--- src/rtl/fpga_cfg_pkg.sv ---
// fpga_cfg_pkg: shared state encoding, CRC-16 constants and helpers
// for the fabric configuration scan loader.
package fpga_cfg_pkg;

    typedef enum logic [2:0] {
        ST_IDLE,
        ST_LOAD_CLB,
        ST_LOAD_CONN,
        ST_VERIFY,
        ST_DONE
    } state_e;

    localparam logic [15:0] CRC16_POLY = 16'h1021;
    localparam logic [15:0] CRC16_INIT = 16'hFFFF;

    localparam logic CH_CLB  = 1'b0;
    localparam logic CH_CONN = 1'b1;

    // One MSB-first CRC-16/CCITT step for a single serial bit.
    function automatic logic [15:0] crc16_step(
        input logic [15:0] crc,
        input logic        din
    );
        logic fb;
        fb = crc[15] ^ din;
        return {crc[14:0], 1'b0} ^ (fb ? CRC16_POLY : 16'h0000);
    endfunction

endpackage

--- src/rtl/fpga_cfg_crc16.sv ---
// fpga_cfg_crc16: serial CRC-16/CCITT accumulator, one bit per enabled
// cycle; clear has priority over enable and reloads the init value.
module fpga_cfg_crc16
    import fpga_cfg_pkg::*;
(
    input  logic        clk,
    input  logic        rst,
    input  logic        clr,
    input  logic        en,
    input  logic        din,
    output logic [15:0] crc
);

    logic [15:0] crc_q;
    logic [15:0] crc_d;

    // Next CRC value: clear, fold in one bit, or hold.
    always_comb begin
        crc_d = crc_q;
        if (clr) begin
            crc_d = CRC16_INIT;
        end else if (en) begin
            crc_d = crc16_step(crc_q, din);
        end
    end

    // CRC register.
    always_ff @(posedge clk) begin
        if (rst) begin
            crc_q <= CRC16_INIT;
        end else begin
            crc_q <= crc_d;
        end
    end

    assign crc = crc_q;

endmodule

--- src/rtl/fpga_cfg_loader.sv ---
// fpga_cfg_loader: streams config words LSB-first onto the CLB chain, then
// the connection chain. Define CFG_READBACK_EN to add CRC readback verify.
module fpga_cfg_loader
    import fpga_cfg_pkg::*;
#(
    parameter int CLB_CHAIN_LEN  = 1024,
    parameter int CONN_CHAIN_LEN = 4096,
    parameter int WORD_W         = 8
) (
    input  logic              scan_clk,
    input  logic              rst,
    input  logic              start,
    input  logic [WORD_W-1:0] cfg_data,
    input  logic              cfg_valid,
    output logic              cfg_ready,
    output logic              clb_scan_in,
    output logic              clb_scan_en,
    input  logic              clb_scan_out,
    output logic              conn_scan_in,
    output logic              conn_scan_en,
    input  logic              conn_scan_out,
    output logic              busy,
    output logic              done,
    output logic              err
);

    localparam int MAX_LEN = (CLB_CHAIN_LEN > CONN_CHAIN_LEN) ?
                             CLB_CHAIN_LEN : CONN_CHAIN_LEN;
    localparam int CNT_W   = $clog2(MAX_LEN + 1);
    localparam int BL_W    = $clog2(WORD_W + 1);

    localparam logic [CNT_W-1:0] CLB_LAST  = CNT_W'(CLB_CHAIN_LEN - 1);
    localparam logic [CNT_W-1:0] CONN_LAST = CNT_W'(CONN_CHAIN_LEN - 1);
    localparam logic [CNT_W-1:0] CNT_ONE   = CNT_W'(1);
    localparam logic [BL_W-1:0]  BL_FULL   = BL_W'(WORD_W);
    localparam logic [BL_W-1:0]  BL_ONE    = BL_W'(1);

    state_e            state_q, state_d;
    logic [CNT_W-1:0]  cnt_q, cnt_d;
    logic [WORD_W-1:0] buf_q, buf_d;
    logic [BL_W-1:0]   bl_q, bl_d;

    logic have;
    logic shift;
    logic last;
    logic accept;
    logic clr_all;
    logic vlast;

    assign have = (bl_q != '0);

`ifdef CFG_READBACK_EN
    logic        vsel_q, vsel_d;
    logic        err_q, err_d;
    logic [15:0] clb_crc_q, clb_crc_d;
    logic [15:0] load_crc;
    logic [15:0] rb_crc;
    logic [15:0] rb_next;
    logic        rb_din;
    logic        load_clr;
    logic        rb_clr;
    logic        rb_en;

    assign vlast    = (state_q == ST_VERIFY) &&
                      (cnt_q == ((vsel_q == CH_CONN) ? CONN_LAST : CLB_LAST));
    assign rb_din   = (vsel_q == CH_CONN) ? conn_scan_out : clb_scan_out;
    assign rb_next  = crc16_step(rb_crc, rb_din);
    assign load_clr = clr_all || ((state_q == ST_LOAD_CLB) && last);
    assign rb_clr   = clr_all || (vlast && (vsel_q == CH_CLB));
    assign rb_en    = (state_q == ST_VERIFY);
    assign err      = err_q;

    fpga_cfg_crc16 u_load_crc (
        .clk (scan_clk),
        .rst (rst),
        .clr (load_clr),
        .en  (shift),
        .din (buf_q[0]),
        .crc (load_crc)
    );

    fpga_cfg_crc16 u_rb_crc (
        .clk (scan_clk),
        .rst (rst),
        .clr (rb_clr),
        .en  (rb_en),
        .din (rb_din),
        .crc (rb_crc)
    );
`else
    logic unused_scan_out;

    assign vlast           = 1'b0;
    assign err             = 1'b0;
    assign unused_scan_out = clb_scan_out ^ conn_scan_out;
`endif

    // Sequencer, word buffer and chain counter next-state plus outputs.
    always_comb begin
        state_d      = state_q;
        cnt_d        = cnt_q;
        buf_d        = buf_q;
        bl_d         = bl_q;
        cfg_ready    = 1'b0;
        clb_scan_in  = 1'b0;
        clb_scan_en  = 1'b0;
        conn_scan_in = 1'b0;
        conn_scan_en = 1'b0;
        busy         = 1'b0;
        done         = 1'b0;
        shift        = 1'b0;
        last         = 1'b0;
        clr_all      = 1'b0;
`ifdef CFG_READBACK_EN
        vsel_d       = vsel_q;
        err_d        = err_q;
        clb_crc_d    = clb_crc_q;
`endif
        unique case (state_q)
            ST_IDLE: begin
                if (start) begin
                    state_d = ST_LOAD_CLB;
                    cnt_d   = '0;
                    bl_d    = '0;
                    clr_all = 1'b1;
`ifdef CFG_READBACK_EN
                    vsel_d  = CH_CLB;
                    err_d   = 1'b0;
`endif
                end
            end
            ST_LOAD_CLB: begin
                busy        = 1'b1;
                shift       = have;
                last        = have && (cnt_q == CLB_LAST);
                clb_scan_en = have;
                clb_scan_in = have && buf_q[0];
                // A word taken on the last CLB bit lands on the conn chain.
                cfg_ready   = (bl_q <= BL_ONE) || last;
                if (last) begin
                    state_d   = ST_LOAD_CONN;
`ifdef CFG_READBACK_EN
                    clb_crc_d = crc16_step(load_crc, buf_q[0]);
`endif
                end
            end
            ST_LOAD_CONN: begin
                busy         = 1'b1;
                shift        = have;
                last         = have && (cnt_q == CONN_LAST);
                conn_scan_en = have;
                conn_scan_in = have && buf_q[0];
                // No word may be taken once the final bit is on the wire.
                cfg_ready    = (bl_q <= BL_ONE) && !last;
                if (last) begin
`ifdef CFG_READBACK_EN
                    state_d = ST_VERIFY;
`else
                    state_d = ST_DONE;
`endif
                end
            end
`ifdef CFG_READBACK_EN
            ST_VERIFY: begin
                busy = 1'b1;
                if (vsel_q == CH_CLB) begin
                    clb_scan_en = 1'b1;
                    clb_scan_in = clb_scan_out;
                end else begin
                    conn_scan_en = 1'b1;
                    conn_scan_in = conn_scan_out;
                end
                cnt_d = vlast ? '0 : cnt_q + CNT_ONE;
                if (vlast) begin
                    if (vsel_q == CH_CLB) begin
                        vsel_d = CH_CONN;
                        if (rb_next != clb_crc_q) err_d = 1'b1;
                    end else begin
                        state_d = ST_DONE;
                        if (rb_next != load_crc) err_d = 1'b1;
                    end
                end
            end
`endif
            ST_DONE: begin
                done    = 1'b1;
                state_d = ST_IDLE;
            end
            default: begin
                state_d = ST_IDLE;
            end
        endcase

        accept = cfg_valid && cfg_ready;
        if (shift) begin
            cnt_d = last ? '0 : cnt_q + CNT_ONE;
        end
        if (accept) begin
            buf_d = cfg_data;
            bl_d  = BL_FULL;
        end else if (shift) begin
            buf_d = buf_q >> 1;
            bl_d  = last ? '0 : bl_q - BL_ONE;
        end
    end

    // State, counter and word buffer registers.
    always_ff @(posedge scan_clk) begin
        if (rst) begin
            state_q <= ST_IDLE;
            cnt_q   <= '0;
            buf_q   <= '0;
            bl_q    <= '0;
        end else begin
            state_q <= state_d;
            cnt_q   <= cnt_d;
            buf_q   <= buf_d;
            bl_q    <= bl_d;
        end
    end

`ifdef CFG_READBACK_EN
    // Verify chain select, sticky error and saved CLB load CRC.
    always_ff @(posedge scan_clk) begin
        if (rst) begin
            vsel_q    <= CH_CLB;
            err_q     <= 1'b0;
            clb_crc_q <= CRC16_INIT;
        end else begin
            vsel_q    <= vsel_d;
            err_q     <= err_d;
            clb_crc_q <= clb_crc_d;
        end
    end
`endif

endmodule

--- config.mk ---
export PLATFORM = sky130hd
export DESIGN_NAME = fpga_cfg_loader
export DESIGN_NICKNAME = d
export VERILOG_FILES = /design/src/rtl/fpga_cfg_pkg.sv /design/src/rtl/fpga_cfg_crc16.sv /design/src/rtl/fpga_cfg_loader.sv
export SDC_FILE = /design/constraint.sdc
export NUM_CORES = 1
export LEC_CHECK = 0
export CORE_MARGIN = 4
export CORE_UTILIZATION = 56
export DETAILED_ROUTE_END_ITERATION = 10
export DONT_BUFFER_PORTS = 1
export PLACE_DENSITY = 0.74
export REMOVE_ABC_BUFFERS = 1
export SYNTH_ARGS = -nofsm -noshare
export SYNTH_HDL_FRONTEND = slang
export SYNTH_SLANG_ARGS = --single-unit
--- constraint.sdc ---
create_clock -name scan_clk -period 2.1 [get_ports scan_clk]
set_clock_uncertainty 0.1 [all_clocks]
set_input_delay 0.525 -clock scan_clk [delete_from_list [all_inputs] [get_ports scan_clk]]
set_output_delay 0.525 -clock scan_clk [all_outputs]
set_load 0.05 [all_outputs]
==> summary.md <==
| Metric | Value |
|---|---|
| Drt pass-1 iters | 5 |
| Total Nets Final | 271 |
| Remaining DRCs | 0 |
| Count of final setup violators | 31 |
| Antenna fix cells | 0 |
| Number of synthesized register bits | 28 |
| Met1 usage | 29.8% |
| Setup crit start kind | flop |
| Post-synth ARST share | 0% |
| WP data required | 1.47 ns |
| Synth top area cells | dfxtp_1 32%, a211oi_2 4.9%, a311oi_1 4.9% |
| Period minus WS final | 2.67 ns |
| Vias in the first global route | 1,905 |
| Layout fillers | 152 |
| Synth cell types | 53 |
| Tcrit/Tclk final | 127% |
| Chip width | 64.4 um |
| Leak | 0.984 nW |
| Total number of yosys warnings | 0 |
| Main synth FF type | dfxtp_1 |
| RSZ-0062 raised after global routing | yes |
| Grt ovf | 0 |
| Power per cell area | 662 nW/um^2 |
| Synthesized area | 1780 um^2 |
| Top cell type's share of synthesized area | 31.5% |
| Total Routing Usage GR | 28.8% |
| Final Hold Violating Endpoints | 0 |
| Clk pin slew, worst setup/hold paths | 0.18 ns |
| Cell Rows | 20 |
| IO Port Bufs | 0 |
| Clock Path Buffers | 2 |
| Final setup TNS | -7.71 ns |
| Number of buffers created by CTS | 3 |
| GRT Max-Usage Layer | met2 |
| Routed Antenna Nets | 0 |
| Initial detailed-routing violation count | 220 |
| Placed insts | 274 |
| Critical Path AT | 2.05 ns |
| Number of enable flip-flop cells after synthesis | 0 |
| Max-cap viol count | 0 |
| Sink Count | 28 |
| Maximum VDD drop | 543 uV |
| Via/cell ratio | 6.80 |
| Full die area | 4140 um^2 |
| FMAX | 0.374 GHz |
| GR met2 Demand/Resource | 54.4% |
| Final wirelength | 6700 um |
| Hold Crit Class | input port to flop |
| Fin. max-slew vios | 0 |
| Ports | 22 |
| Finished Cell Area | 2580 um^2 |
| Post-place instance area | 2130 um^2 |
| Worst setup margin | -0.572 ns |
| CTS tree | built |
| Total number of vias | 2,013 |
| Worst setup path class | flop to output pin |
| Core ar. | 3050 um^2 |
| Mapped Cells | 199 |
| Die Y | 64.4 um |
| Failing checks | negative setup slack |
| RePlAce Congestion | 0.911 |
| Crit Path Max Fanout | 4 |
| Largest net degree at the start of global routing | 30 |
| Synth area leader | dfxtp_1 |
| Met3 Track Usage GR | 4.39% |
| Worst setup EP type | output pin |
| Top-count cell post-synth | dfxtp_1 |
| Clock latency on the worst-skew pair | 0.35 ns |
| Post-DP HPWL | 3130 um |
| Sequential share of the synthesized area | 31.5% |
| Pwr Total | 1.71 mW |
| Clock H-tree levels | 1 |
| Layout cells sized above 1 | 51.6% |
| Post-Layout Cell Count | 296 |
| Status | finished with violations |
| Initial antenna violation count | 0 |
| Avg Inst Size Synth | 8.94 um^2 |
| Starting Density | 58.3% |
| Area Overhead vs Synth | 45.3% |
| Drt wl/cell | 22.6 um |
| Clock root buffer master | clkbuf_4 |
| Pre-CTS setup slack | -0.190 ns |
| First-pass GRT wire length | 9240 um |
| Top cells by count, synth | 28 x dfxtp_1, 14 x a21oi_1, 14 x inv_1, 14 x nand2_1 |
## cell families after synthesis
kind of cell,after synthesis,share of synthesized area (%)
xor+xnor,1,0.492
simple gates,70,26.4
mux,8,4.99
other cells,1,0.211
flops,28,31.5
compound gates,56,24.7
fa+ha+maj,4,2.81
buf+inv,31,8.93
## timing repair
item | 4_1_cts | 5_1_grt
pin swaps | 12 | 19
cloned | 2 | 0
hold buffers | 0 | 0
gates resized for setup | 33 | 31
setup buffers | 12 | 9
setup endpoints to repair | 29 | 31
## path summary, 6_finish.rpt
path	startpoint	to	slack, ns	depth (start not counted)
worst max-delay path	cnt_q[12]$_SDFFE_PP0P_	cfg_ready	-0.57	7
worst min-delay path	rst	cnt_q[7]$_SDFFE_PP0P_	0.12	1
worst max register to register	bl_q[1]$_SDFFE_PP0P_	cnt_q[6]$_SDFFE_PP0P_	-0.42	11
worst min register to register	cnt_q[12]$_SDFFE_PP0P_	cnt_q[12]$_SDFFE_PP0P_	0.41	1
## state kept, by name, indices dropped and copies added, names as in the netlist
| signal | flops |
|---|---|
| buf_q | 8 |
| bl_q | 4 |
| cnt_q | 13 |
| state_q | 3 |
## placed cells by master (no fill, tap or decap), types with 4 or more instances in the layout
master    count
buf_4        46
dfxtp_1      24
nand2_1      14
a21oi_1      12
buf_6        12
inv_1        11
nor2_1        8
a211oi_2      8
a311oi_1      7
mux2_2        6
a31oi_1       6
nand3_1       6
nor3_1        5
nand2b_1      4
a41oi_2       4
## stage by stage
step                utilization, %  hold WS [ns]
detailed placement            69.8         0.391
CTS                           80.0         0.126
floorplan                        -         0.357
global placement              69.8         0.391
finish                        84.7         0.121
global route                  84.7        0.0970
## cell type report
class | instances | area (um^2) | share of cell area (%)
flip-flops and latches | 28 | 568 | 22.0
inverters | 15 | 63.8 | 2.47
clock buffers | 4 | 36.3 | 1.40
repair buffers | 65 | 613 | 23.7
well taps | 44 | 55.1 | 2.13
multi-input cells | 140 | 1250 | 48.3
## per-layer routing
| metal | vias to the layer above | routed length, um |
|---|---|---|
| li1 | 852 | - |
| met1 | 955 | 2290 |
| met2 | 159 | 3430 |
| met3 | 47 | 565 |
| met4 | 0 | 411 |
| met5 | - | 0 |
## where the power goes
group | switching, mW | internal, mW | total, mW
clock | 0.184 | 0.106 | 0.290
combinational | 0.407 | 0.414 | 0.821
sequential | 0.0327 | 0.568 | 0.601
## critical path, cell delays in order, from the launching register on
cell and delay, ns:
dfxtp_4 0.40, nand3b_1 0.23, buf_6 0.17, nor4_4 0.37, a21oi_2 0.15, nor2_2 0.17
nor3b_4 0.06, buf_6 0.15
Power figures use the tool's default switching activity.
